--- src/rtl/lock_pkg.sv ---
// Shared types and counter-width helpers for the keypad code lock.
package lock_pkg;

    typedef enum logic [1:0] {IDLE, OPEN, NEWC, ALARM} lock_state_t;

    // Bits needed to hold values 0..max_val, never less than one.
    function automatic int unsigned bits_for(input int unsigned max_val);
        return (max_val < 2) ? 1 : $clog2(max_val + 1);
    endfunction

    function automatic int unsigned cnt_width(input int unsigned digits);
        return bits_for(digits);
    endfunction

    function automatic int unsigned timer_width(input int unsigned open_cycles);
        return bits_for(open_cycles - 1);
    endfunction

    function automatic int unsigned fails_width(input int unsigned max_tries);
        return bits_for(max_tries);
    endfunction

endpackage

--- src/rtl/lock_digit_buf.sv ---
// Digit shift buffer: newest digit enters the LSBs, so digit 0 ends up in the MSBs.
module lock_digit_buf
    import lock_pkg::*;
#(
    parameter int unsigned DIGITS  = 4,
    parameter int unsigned DIGIT_W = 4
) (
    input  logic                       Clock,
    input  logic                       Resetn,
    input  logic                       clr,
    input  logic                       shift,
    input  logic [DIGIT_W-1:0]         digit,
    output logic [DIGITS*DIGIT_W-1:0]  data,
    output logic                       full
);

    localparam int unsigned DW = DIGITS * DIGIT_W;
    localparam int unsigned CW = cnt_width(DIGITS);

    logic [DW-1:0] data_q, data_d;
    logic [CW-1:0] cnt_q, cnt_d;

    always_comb begin
        data_d = data_q;
        cnt_d  = cnt_q;
        if (clr) begin
            data_d = '0;
            cnt_d  = '0;
        end else if (shift && !full) begin
            data_d = (data_q << DIGIT_W) | DW'(digit);
            cnt_d  = cnt_q + 1'b1;
        end
    end

    always_ff @(posedge Clock or negedge Resetn) begin
        if (!Resetn) begin
            data_q <= '0;
            cnt_q  <= '0;
        end else begin
            data_q <= data_d;
            cnt_q  <= cnt_d;
        end
    end

    assign data = data_q;
    assign full = (cnt_q == CW'(DIGITS));

endmodule

--- src/rtl/code_lock_ctrl.sv ---
// Keypad combination-lock controller: code check, failure count/alarm, timed unlock,
// and in-field code change.
module code_lock_ctrl
    import lock_pkg::*;
#(
    parameter int unsigned                   DIGITS      = 4,
    parameter int unsigned                   DIGIT_W     = 4,
    parameter int unsigned                   MAX_TRIES   = 3,
    parameter int unsigned                   OPEN_CYCLES = 16,
    parameter logic [DIGITS*DIGIT_W-1:0]     RESET_CODE  = '0
) (
    input  logic                             Clock,
    input  logic                             Resetn,
    input  logic                             digit_valid,
    input  logic [DIGIT_W-1:0]               digit,
    input  logic                             enter,
    input  logic                             change,
    output logic                             open,
    output logic                             alarm,
    output logic                             neww,
    output logic [$clog2(MAX_TRIES+1)-1:0]   tries_left
);

    localparam int unsigned DW = DIGITS * DIGIT_W;
    localparam int unsigned TW = timer_width(OPEN_CYCLES);
    localparam int unsigned FW = fails_width(MAX_TRIES);

    lock_state_t   state_q, state_d;
    logic [DW-1:0] code_q, code_d;
    logic [FW-1:0] fails_q, fails_d;
    logic [TW-1:0] timer_q, timer_d;

    logic [DW-1:0] buf_data;
    logic          buf_full, buf_clr, buf_shift;
    logic          ev_enter, ev_change, match;

    lock_digit_buf #(
        .DIGITS  (DIGITS),
        .DIGIT_W (DIGIT_W)
    ) u_buf (
        .Clock  (Clock),
        .Resetn (Resetn),
        .clr    (buf_clr),
        .shift  (buf_shift),
        .digit  (digit),
        .data   (buf_data),
        .full   (buf_full)
    );

    always_comb begin
        state_d = state_q;
        code_d  = code_q;
        fails_d = fails_q;
        timer_d = timer_q;
        buf_clr = 1'b0;

        // enter and change together cancel out and leave the buffer intact
        ev_enter  = enter & ~change;
        ev_change = change & ~enter;
        match     = buf_full && (buf_data == code_q);
        buf_shift = digit_valid & ~enter & ~change & ((state_q == IDLE) || (state_q == NEWC));

        case (state_q)
            IDLE: begin
                if (ev_enter || ev_change) begin
                    buf_clr = 1'b1;
                    if (match) begin
                        fails_d = '0;
                        timer_d = '0;
                        state_d = ev_enter ? OPEN : NEWC;
                    end else if (fails_q == FW'(MAX_TRIES - 1)) begin
                        fails_d = FW'(MAX_TRIES);
                        state_d = ALARM;
                    end else begin
                        fails_d = fails_q + 1'b1;
                    end
                end
            end
            OPEN: begin
                if (ev_enter || (timer_q == TW'(OPEN_CYCLES - 1))) begin
                    state_d = IDLE;
                    buf_clr = 1'b1;
                    timer_d = '0;
                end else begin
                    timer_d = timer_q + 1'b1;
                end
            end
            NEWC: begin
                if (ev_enter) begin
                    buf_clr = 1'b1;
                    state_d = IDLE;
                    if (buf_full) code_d = buf_data;
                end else if (ev_change) begin
                    buf_clr = 1'b1;
                    state_d = IDLE;
                end
            end
            ALARM: ;
            default: state_d = IDLE;
        endcase
    end

    always_ff @(posedge Clock or negedge Resetn) begin
        if (!Resetn) begin
            state_q <= IDLE;
            code_q  <= RESET_CODE;
            fails_q <= '0;
            timer_q <= '0;
        end else begin
            state_q <= state_d;
            code_q  <= code_d;
            fails_q <= fails_d;
            timer_q <= timer_d;
        end
    end

    assign open       = (state_q == OPEN);
    assign alarm      = (state_q == ALARM);
    assign neww       = (state_q == NEWC);
    assign tries_left = FW'(MAX_TRIES) - fails_q;

endmodule

--- config.mk ---
export PLATFORM = sky130hd
export DESIGN_NAME = code_lock_ctrl
export DESIGN_NICKNAME = d
export VERILOG_FILES = /design/src/rtl/lock_pkg.sv /design/src/rtl/lock_digit_buf.sv /design/src/rtl/code_lock_ctrl.sv
export SDC_FILE = /design/constraint.sdc
export NUM_CORES = 1
export LEC_CHECK = 0
export CAP_MARGIN = 15
export CORE_MARGIN = 1
export CORE_UTILIZATION = 35
export DETAILED_ROUTE_END_ITERATION = 10
export GPL_ROUTABILITY_DRIVEN = 1
export MAX_ROUTING_LAYER = met4
export PLACE_DENSITY = 0.53
export REMOVE_ABC_BUFFERS = 1
export SYNTH_ARGS = -nofsm -noshare
export SYNTH_HDL_FRONTEND = slang
export SYNTH_SLANG_ARGS = --single-unit
--- constraint.sdc ---
create_clock -name Clock -period 2.9 [get_ports Clock]
set_clock_uncertainty 0.05 [all_clocks]
set_input_delay 0.58 -clock Clock [delete_from_list [all_inputs] [get_ports Clock]]
set_output_delay 0.58 -clock Clock [all_outputs]
set_load 0.01 [all_outputs]
==> results by group <==
Yosys
  – Share of the synthesized area in the top cell type: 49.1%
  – Post-synthesis cell type count: 38
  – Seq/Total Area, Yosys: 49.1%
  – Simple-gate share of the synthesized area: 12.4%
  – Post-Syn Instances: 200
  – Synth Area in XOR/XNOR: 4.79%
  – Compound-Gate Fraction of Synth Area: 8.90%
  – Mapped Area: 0.00219 mm²
  – Asr flop ratio synth: 100%
  – Seq cells post-synth: 43
  – Combinational family with the most area after synthesis: multiplexers
  – Synth Area in Adders: 5.70%
  – Post-synth EDFFs: 0
  – Multiplexer share of the synthesized area: 15.2%
  – Top_reg_cell synth: dfrtp_1
  – Yosys warning count: 0
  – Synth top area cells: dfrtp_1, mux2i_1, mux2_2
  – Post-synth top area cell: dfrtp_1
  – Post-Syn Area per Cell: 11.0 µm²

Status
  – Run status: completed

Finish
  – Area Growth Syn to Fin: 15.5%
  – Fin cells: 297
  – Multi-input logic area: 0.00103 mm²
  – Filler cells: 576
  – Nets@finish: 240
  – FF+latch area: 0.00108 mm²
  – Post-Layout Inst Area: 0.00253 mm²
  – Inserted Diodes: 0
  – Share of cells above drive strength 1: 15.3%

STA
  – Final setup fails: 0
  – Fin crit period: 2.47 ns
  – Fin. Hold Viols: 0
  – Relative slew slack: 66.3%
  – Final Hold Slack: 0.188 ns
  – Final Max Slew Viols: 0
  – RSZ-0062 raised after global routing: no
  – Fmax: 405 MHz
  – Slew @ Worst Pin: 0.505 ns
  – Final TNS setup: 0 ns
  – Period Utilization, post-route: 85.2%

Floorplanning
  – Die X: 81.2 µm
  – Initial Utilization: 36.6%
  – Core area: 0.00599 mm²
  – Num rows: 28
  – Die Area: 0.00659 mm²
  – IO Pins: 14
  – Die Ht: 81.2 µm

Routing
  – Initial DRT Pass Iterations: 4
  – WL final: 3950 µm
  – Post-route ant nets: 0
  – Vias/cell: 4.88
  – Wirelength per Cell: 13.3 µm
  – DRC errors left: 0
  – Initial DRC Count: 79
  – Via count: 1,450

Power
  – Pwr/cell area: 413 mW/mm²
  – VDD IR-drop max: 0.235 mV
  – Total power: 1050 µW
  – P_leak: 0.00134 µW

Clocking
  – Root buffer cell: clkbuf_8
  – Cts repair resizes: 0
  – Hold buffer count at cts: 0
  – TritonCTS clock tree: yes
  – Clock Path Buffers: 2
  – Reg clk slew, reported paths: 0.09 ns
  – Clock Sinks: 43
  – Num CTS Buffers: 5
  – CTS H-Tree Depth: 2
  – Clock latency at the later pin of the worst-skew pair: 0.30 ns
  – Setup bufs post-CTS: 0

GRT
  – Antenna violations before repair: 0
  – Total GRT Usage: 14.4%
  – Grt total ovfl: 0
  – Largest net degree at the start of global routing: 23
  – First-pass GRT wire length: 6870 µm
  – Vias in the first global route: 1,428

Hold path
  – Worst hold path class: in2async

Placement
  – Routability Congestion: 0.785
  – Port Buffer Count: 13
  – Placed instance area: 0.00243 mm²
  – Placed Cells: 289
  – Dpl hpwl: 2780 µm

Critical path
  – WP data required: 3.03 ns
  – Startpoint types: flip-flop
  – Crit Path Max Fanout: 4
  – Critical path endpoint category: flip-flop
  – Register-to-register setup slack: 0.43 ns
  – Critical path type: reg2reg
  – Crit path DAT: 2.60 ns

Job
  – Max-cap viol count: 0
-- cell usage after synthesis, types with 2 or more instances --
cell type	instances
clkbuf_1	4
xnor2_1	7
inv_1	19
o2bb2ai_1	2
o211ai_1	2
nor2_1	27
nand2_1	7
nand3b_1	2
a21oi_1	4
xor2_1	5
nand4_1	2
o311ai_0	2
o31ai_1	2
nor3_1	3
or4_4	2
ha_1	10
mux2i_1	16
o21ai_0	4
mux2_2	14
o22ai_1	2
nand3_1	5
dfrtp_1	43
-- critical path, cell delays in order, from the launching register on --
cell and delay (ns):
dfrtp_1 0.42, xnor2_1 0.15, o221ai_1 0.12, or4_4 0.56, or4_4 0.57, and2_4 0.20, mux2_4 0.29
-- flip-flops by register name, indices dropped and copies added (netlist names) --
name         cells
timer_q          4
code_q          16
fails_q          2
u_buf.data      16
state_q          2
u_buf.cnt_q      3
-- power breakdown --
part	internal, µW	total, µW	switching [µW]
registers	600	601	0.723
clock network	195	411	217
logic	15.1	35.2	20.2
total	810	1050	238
-- cell families (layout without fill, tap and decap cells) --
family                     after synthesis  after routing
buffers and inverters                   23             45
muxes                                   31             31
DFF                                     43             43
and+or+nand+nor                         56             56
AOI/OAI and AO/OA                       25             25
adders and majority gates               10             10
xor gates and xnor gates                12             12
-- final timing paths --
kind,startpoint,end,cells past startpoint
max,u_buf.data[11],timer_q[0],6
min,Resetn,u_buf.cnt_q[2],1
max reg2reg,u_buf.data[11],timer_q[0],6
min reg2reg,fails_q[0],fails_q[0],2
max in group asynchronous,Resetn,u_buf.data[6],2
min in group Clock,fails_q[0],fails_q[0],2
-- per-stage QoR --
stage,setup WS [ns],utilization [%]
after floorplan,0.528,-
after global placement,0.162,40.6
after detailed placement,0.141,40.6
after CTS,0.423,42.3
after global routing,0.234,42.3
final,0.428,42.3
-- routing by layer --
metal	wire length [µm]	global-route usage, %
met1	1950	18.2
met2	1810	22.5
met3	168	3.71
met4	21	4.29
met5	0	-
-- layout make-up --
type	instances	share of cell area [%]
clock inverters	2	0.642
flip-flops and latches	43	42.5
multi-input cells	134	40.7
inverters	19	2.81
repair buffers	18	6.42
clock buffers	6	3.26
well taps	75	3.70
-- placed cells by master, fill, tap and decap left out, types with 2 or more instances in the layout --
master            n
inv_1            19
o21ai_0           4
xnor2_1           7
o211ai_1          2
nand3_1           5
dfrtp_1          43
buf_4             5
mux2_2           14
nand2_1           7
mux2i_1          16
nor3_1            3
or4_4             2
clkdlybuf4s50_1  12
nor2_1           27
xor2_1            5
clkbuf_8          6
a21oi_1           4
o22ai_1           2
o31ai_1           2
nand4_1           2
o311ai_0          2
nand3b_1          2
ha_1             10
o2bb2ai_1         2
No activity file was read; power rests on OpenSTA's default activity.
